===== src/rtl/key_sweep_ctrl_if.sv =====
// key_sweep_ctrl_if
//   Stimulus/response bus between the key-sweep controller and the
//   locked-adder / oracle-adder pair.
//   Ports (signals):
//     vec_a, vec_b  [W-1:0]  operands driven by the controller
//     vec_c                  carry-in driven by the controller
//     key_try       [W-1:0]  candidate key for the locked adder
//     dut_s         [W:0]    locked-adder sum (combinational from vec_*/key_try)
//     orc_s         [W:0]    oracle sum (combinational from vec_*)
//   Handshake: none. The controller holds vec_*/key_try steady for the whole
//   vector slot. Both sums must be valid by the edge that ends the slot,
//   which is the edge where they are compared.
//   Modports: master = controller side, slave = adder-pair side.
interface key_sweep_ctrl_if #(
  parameter int W = 2
);
  logic [W-1:0] vec_a;
  logic [W-1:0] vec_b;
  logic         vec_c;
  logic [W-1:0] key_try;
  logic [W:0]   dut_s;
  logic [W:0]   orc_s;

  modport master (
    output vec_a, vec_b, vec_c, key_try,
    input  dut_s, orc_s
  );

  modport slave (
    input  vec_a, vec_b, vec_c, key_try,
    output dut_s, orc_s
  );
endinterface


===== src/rtl/key_sweep_ctrl.sv =====
// key_sweep_ctrl
//   Oracle-guided key sweep for an XOR-locked adder. For each candidate key
//   it walks every (a,b,c) vector. On the first sum mismatch the key is
//   rejected. The first key whose vectors all match is reported.
//   Ports:
//     clk, rst         clock, asynchronous active-high reset
//     start, abort     begin sweep (IDLE only) / cancel sweep (busy states)
//     bus (master)     vec_a/vec_b/vec_c/key_try out, dut_s/orc_s in
//     busy             high in APPLY/WAIT/CMP
//     done             one-cycle pulse when a sweep ends (not on abort)
//     found, key_out   a key passed / which one (0 when none)
//     rej_cnt          keys rejected in the current/last sweep
//     state_dbg        current FSM state encoding
module key_sweep_ctrl #(
  parameter int W      = 2,
  parameter int SETTLE = 0
) (
  input  logic              clk,
  input  logic              rst,
  input  logic              start,
  input  logic              abort,
  key_sweep_ctrl_if.master  bus,
  output logic              busy,
  output logic              done,
  output logic              found,
  output logic [W-1:0]      key_out,
  output logic [W:0]        rej_cnt,
  output logic [2:0]        state_dbg
);

  localparam int VW = 2 * W + 1;

  typedef enum logic [2:0] {
    S_IDLE  = 3'd0,
    S_APPLY = 3'd1,
    S_WAIT  = 3'd2,
    S_CMP   = 3'd3,
    S_FIN   = 3'd4
  } state_t;

  localparam logic [VW-1:0] V_LAST = '1;
  localparam logic [W-1:0]  K_LAST = '1;
  // A slot is APPLY + (SETTLE-1) WAIT cycles + CMP = SETTLE+1 cycles.
  // WAIT is only entered when SETTLE >= 2.
  localparam logic [3:0] WAIT_LAST = (SETTLE >= 2) ? 4'(SETTLE - 2) : 4'd0;

  state_t        state;
  logic [VW-1:0] v;
  logic [W-1:0]  key;
  logic [3:0]    settle_cnt;
  logic          match;
  logic          do_cmp;
  logic          in_busy;

  assign bus.vec_a   = v[W-1:0];
  assign bus.vec_b   = v[2*W-1:W];
  assign bus.vec_c   = v[2*W];
  assign bus.key_try = key;
  assign state_dbg   = state;

  assign match   = (bus.dut_s == bus.orc_s);
  // With no settle time the APPLY cycle doubles as the compare cycle.
  assign do_cmp  = (state == S_CMP) || ((state == S_APPLY) && (SETTLE == 0));
  assign in_busy = (state == S_APPLY) || (state == S_WAIT) || (state == S_CMP);

  always_ff @(posedge clk or posedge rst) begin
    if (rst) begin
      state      <= S_IDLE;
      v          <= '0;
      key        <= '0;
      settle_cnt <= '0;
      busy       <= 1'b0;
      done       <= 1'b0;
      found      <= 1'b0;
      key_out    <= '0;
      rej_cnt    <= '0;
    end else if (abort && in_busy) begin
      // Cancel: keep the partial rejection count, no done pulse.
      state <= S_IDLE;
      busy  <= 1'b0;
      done  <= 1'b0;
      found <= 1'b0;
    end else begin
      case (state)
        S_IDLE: begin
          done <= 1'b0;
          if (start && !abort) begin
            state      <= S_APPLY;
            busy       <= 1'b1;
            key        <= '0;
            v          <= '0;
            settle_cnt <= '0;
            rej_cnt    <= '0;
            found      <= 1'b0;
            key_out    <= '0;
          end
        end
        S_APPLY: begin
          if (SETTLE == 1) begin
            state <= S_CMP;
          end else if (SETTLE > 1) begin
            state      <= S_WAIT;
            settle_cnt <= '0;
          end
        end
        S_WAIT: begin
          if (settle_cnt == WAIT_LAST) begin
            state <= S_CMP;
          end else begin
            settle_cnt <= settle_cnt + 4'd1;
          end
        end
        S_CMP: begin
          // Outcome handled by the compare block below.
        end
        S_FIN: begin
          done  <= 1'b0;
          state <= S_IDLE;
        end
        default: begin
          state <= S_IDLE;
          busy  <= 1'b0;
          done  <= 1'b0;
        end
      endcase

      // Compare outcome overrides the state update above.
      if (do_cmp) begin
        if (match) begin
          if (v == V_LAST) begin
            found   <= 1'b1;
            key_out <= key;
            state   <= S_FIN;
            busy    <= 1'b0;
            done    <= 1'b1;
          end else begin
            v     <= v + 1'b1;
            state <= S_APPLY;
          end
        end else begin
          // Early reject: the remaining vectors for this key are skipped.
          rej_cnt <= rej_cnt + 1'b1;
          v       <= '0;
          if (key == K_LAST) begin
            found   <= 1'b0;
            key_out <= '0;
            state   <= S_FIN;
            busy    <= 1'b0;
            done    <= 1'b1;
          end else begin
            key   <= key + 1'b1;
            state <= S_APPLY;
          end
        end
      end
    end
  end

endmodule


===== src/flat_wrapper.sv =====
// flat-port wrapper written by rule: the top's interface ports become plain ports
module key_sweep_ctrl_flat 
#(
  parameter int W      = 2,
  parameter int SETTLE = 0
)
  (clk, rst, start, abort, busy, done, found, key_out, rej_cnt, state_dbg, bus_vec_a, bus_vec_b, bus_vec_c, bus_key_try, bus_dut_s, bus_orc_s);
  key_sweep_ctrl_if #(.W(W)) bus_i ();
  input  logic clk;
  input  logic rst;
  input  logic start;
  input  logic abort;
  output logic busy;
  output logic done;
  output logic found;
  output logic [W-1:0] key_out;
  output logic [W:0] rej_cnt;
  output logic [2:0] state_dbg;
  output wire logic [$bits(bus_i.vec_a)-1:0] bus_vec_a;
  output wire logic [$bits(bus_i.vec_b)-1:0] bus_vec_b;
  output wire logic [$bits(bus_i.vec_c)-1:0] bus_vec_c;
  output wire logic [$bits(bus_i.key_try)-1:0] bus_key_try;
  input wire logic [$bits(bus_i.dut_s)-1:0] bus_dut_s;
  input wire logic [$bits(bus_i.orc_s)-1:0] bus_orc_s;
  assign bus_vec_a = bus_i.vec_a;
  assign bus_vec_b = bus_i.vec_b;
  assign bus_vec_c = bus_i.vec_c;
  assign bus_key_try = bus_i.key_try;
  assign bus_i.dut_s = bus_dut_s;
  assign bus_i.orc_s = bus_orc_s;
  key_sweep_ctrl #(.W(W), .SETTLE(SETTLE)) u_core (.clk(clk), .rst(rst), .start(start), .abort(abort), .bus(bus_i), .busy(busy), .done(done), .found(found), .key_out(key_out), .rej_cnt(rej_cnt), .state_dbg(state_dbg));
endmodule

===== config.mk =====
export PLATFORM = sky130hd
export DESIGN_NAME = key_sweep_ctrl_flat
export DESIGN_NICKNAME = d
export VERILOG_FILES = /design/src/rtl/key_sweep_ctrl_if.sv /design/src/rtl/key_sweep_ctrl.sv /design/src/flat_wrapper.sv
export SDC_FILE = /design/constraint.sdc
export NUM_CORES = 1
export LEC_CHECK = 0
export BUFFER_PORTS_ARGS = -buffer_cell sky130_fd_sc_hd__clkbuf_2
export CORE_MARGIN = 3
export CORE_UTILIZATION = 50
export DETAILED_ROUTE_END_ITERATION = 7
export PLACE_DENSITY = 0.81
export SKIP_LAST_GASP = 1
export SYNTH_ARGS = -nofsm -noshare
export SYNTH_HDL_FRONTEND = slang
export SYNTH_SLANG_ARGS = --single-unit
export TNS_END_PERCENT = 5

===== constraint.sdc =====
create_clock -name clk -period 2.95 [get_ports clk]
set_input_delay 0.59 -clock clk [delete_from_list [all_inputs] [get_ports clk]]
set_output_delay 0.59 -clock clk [all_outputs]
set_load 0.05 [all_outputs]

==> impl_results.md <==
- Full die area: roughly 3300 um2
- CP dominant cell by count: sky130_fd_sc_hd__ha_1
- Total CTS buffers: 3
- Maximum number of pins on one net before global-route repair: 23
- Category of the worst setup path capture point: flip-flop
- Family with the most delay on the worst path: simple AND/OR/NAND/NOR gates
- Worst path max stage delay: between 0.4 and 0.5 ns
- Vias after detailed routing: roughly 1,000
- Clock transition at path regs: 0.12 ns
- Post-Place Setup Slack: roughly 0.94 ns
- Areal power density over the cells: between 500 and 600 nW/um2
- Critical path data arrival time: ~2.3 ns
- CORE AREA: approximately 2400 um2
- Row cnt: 17
- Starting density of the core: about 56%
- Count of flip-flops with a built-in enable after synthesis: 0
- Number of antenna violations at the first check in global routing: 0
- Synthesized netlist cell count: 122
- Kind of path behind the tightest hold check: in -> async
- Max Clock Freq: between 400 and 500 MHz
- Number of top-level pins: 28
- Final cell count without fillers: ~180
- Inst Count DP: 174
- Syn. warnings: 0
- Max-cap viol count: 0
- Post-detailed-placement half-perimeter wirelength: 2.08 mm
- Post-Route Skew: ~0.014 ns
- Element type at the critical path start: flip-flop
- Slew margin rel.: 43.9%
- Number of remaining DRC errors: 0
- Cell area after layout: roughly 1500 um2
- Share of the yosys chip area belonging to registers: 41.8%
- CTS Root Buffer Type: sky130_fd_sc_hd__clkbuf_4
- Slew @ Worst Pin: 0.840 ns
- Setup slack after layout: just under 0.9 ns
- Post_cts resized: 0
- Buffer depth of the longest clock path: 2
- Number of clock sinks seen by CTS: 22
- Via count normalized by instance count: between 5 and 6
- Critical path buffers and inverters: 0
- Total wire length: around 2.7 mm
- Post-CTS setup-driven buffer insertion count: 0
- Weighted congestion reported at the end of routability-driven placement: between 0.7 and 0.8
- Floorplan die width: 57.3 um
- Overall die height: 57.3 um
- Number of global-route vias before repair: a little over 1,000
- H-tree Lvls: 1
- Maximum fanout along the worst path: 6
- # diodes: 0
- Total congestion overflow: 0
- Share of the cycle needed by the critical path after routing: between 70% and 80%
- Primary flip-flop cell chosen by synthesis mapping: sky130_fd_sc_hd__dfrtp_1
- WS Path Type: reg -> reg
- Post-DR wirelength/cell: 15.3 um
- Net count of the mapped netlist: around 140
- Growth of design area from synthesis to finish: 12.8%
- Max rail drop VDD: a little over 0.0006 V
- Number of search-and-repair iterations in the first detailed-routing pass: 4
- Overall Global Routing Usage: between 10% and 20%
- Post-synthesis sequential element count: 22
- Post-layout nets: ~170
- Iter 0 DRT Violations: 38
- Post-Syn Area per Cell: around 11 um2
- Number of slew-limit violations in the final report: 0
- Total standard cell area after synthesis: between 1000 and 1500 um2
- Fraction of layout cells with a size suffix above 1: slightly above 30%
- Antenna-violating nets left: 0
- Final setup viols: 0
- Placed instance area: 1460 um2
- Unrepaired setup endpoints after global routing: no
- Data required time at the worst endpoint: between 3 and 4 ns
- CTS Hold Buffers Added: 0
- Slowest cell on crit path: sky130_fd_sc_hd__dfrtp_1
- Clock Latency Late Sink: slightly above 0.3 ns
- CTS tree: done
- Final hold violations: 0
- Wire length of the first global-routing pass: ~4.7 mm
- Static Leakage: between 0.7 and 0.8 nW
- Count of buffers from port buffering: 27
- Final Critical Period: around 2.1 ns
- Status: complete, no violations
- Count of cell types in the netlist: 47
- CP Cell Sequence: ha_1 -> and3_1 -> ha_1 -> nand4bb_1 -> nor4_4 -> a31oi_2 -> a32o_1
- Proportion of synthesized flip-flops having asynchronous set or reset: 100%
- Post-route setup TNS: 0 ns
- Pwr Total: approximately 0.00080 W
## power by group
| part | leakage (nW) | internal [W] | switching, W |
|---|---|---|---|
| clock network | 0.0138 | 0.0000477 | 0.0000866 |
| logic | 0.438 | 0.0000792 | 0.000209 |
| registers | 0.298 | 0.000334 | 0.0000397 |
## cell families after synthesis
family | share of synthesized area [%]
flops | 41.8
simple gates | 22.9
buf+inv | 3.51
xor+xnor | 5.70
fa+ha+maj | 5.70
mux | 3.13
compound gates | 17.3
## final timing paths
| path | start | to | slack (ns) | depth (start not counted) |
|---|---|---|---|---|
| max | u_core.v[0] | u_core.key_out[1] | 0.88 | 7 |
| min | rst | u_core.v[2] | 0.41 | 2 |
| max reg2reg | u_core.v[0] | u_core.key_out[1] | 0.88 | 7 |
| min reg2reg | u_core.settle_cnt[2] | u_core.settle_cnt[2] | 0.53 | 1 |
| max in group asynchronous | rst | u_core.found | 2.01 | 2 |
| min in group clk | u_core.settle_cnt[2] | u_core.settle_cnt[2] | 0.53 | 1 |
## cells in the final DEF (no fill, tap or decap), types with 3 or more instances in the layout
master                     count
sky130_fd_sc_hd__a21oi_1       3
sky130_fd_sc_hd__o21ai_0       7
sky130_fd_sc_hd__mux2i_1       3
sky130_fd_sc_hd__nand2b_1      5
sky130_fd_sc_hd__xor2_2        3
sky130_fd_sc_hd__nor2_1        5
sky130_fd_sc_hd__and3_1        3
sky130_fd_sc_hd__ha_1          6
sky130_fd_sc_hd__dfrtp_1      22
sky130_fd_sc_hd__nand3_1       7
sky130_fd_sc_hd__xnor2_1       3
sky130_fd_sc_hd__clkbuf_4      3
sky130_fd_sc_hd__inv_1         6
sky130_fd_sc_hd__clkbuf_2     27
sky130_fd_sc_hd__nand2_1       6
sky130_fd_sc_hd__a211o_1       3
## registers in the layout, summed over array words and instances (netlist names)
| register | cells |
|---|---|
| u_core.bus.key_try | 2 |
| u_core.busy | 1 |
| u_core.done | 1 |
| u_core.found | 1 |
| u_core.key_out | 2 |
| u_core.rej_cnt | 3 |
| u_core.settle_cnt | 4 |
| u_core.state_dbg | 3 |
| u_core.v | 5 |
## Yosys cell counts (3+ instances only)
library cell	number	area (um2)
sky130_fd_sc_hd__mux2i_1	3	30.0
sky130_fd_sc_hd__a21oi_1	3	15.0
sky130_fd_sc_hd__inv_1	6	22.5
sky130_fd_sc_hd__nand2_1	6	22.5
sky130_fd_sc_hd__xnor2_1	3	26.3
sky130_fd_sc_hd__and3_1	3	18.8
sky130_fd_sc_hd__nand2b_1	5	31.3
sky130_fd_sc_hd__nor2_1	5	18.8
sky130_fd_sc_hd__dfrtp_1	22	551
sky130_fd_sc_hd__a211o_1	3	26.3
sky130_fd_sc_hd__ha_1	6	75.1
sky130_fd_sc_hd__nand3_1	7	35.0
sky130_fd_sc_hd__o21ai_0	7	35.0
sky130_fd_sc_hd__xor2_2	3	48.8
## metrics by stage
step / utilization [%] / hold WS (ns)
6_report: 63.0 / 0.408
2_1_floorplan: - / 0.458
3_3_place_gp: 62.0 / 0.487
5_1_grt: 63.0 / 0.472
4_1_cts: 63.0 / 0.429
3_5_place_dp: 62.0 / 0.495
## final cells by class
| type | count | area, um2 |
|---|---|---|
| Timing Repair Buffer | 27 | 135 |
| Sequential cell | 22 | 551 |
| Inverter | 6 | 22.5 |
| Fill cell | 196 | 875 |
| Multi-Input combinational cell | 91 | 721 |
| Tap cell | 28 | 35.0 |
| Clock buffer | 3 | 22.5 |
## per-layer routing
layer	share of wire [%]	global-route usage (%)	wire (um)	up-vias
met4	1.1	5.96	30	0
li1	-	-	-	505
met5	0	0	0	-
met2	49	31.2	1320	27
met1	46	24.1	1240	513
met3	4.4	2.49	119	2
Note: power is estimated with default switching activity, not from simulation.
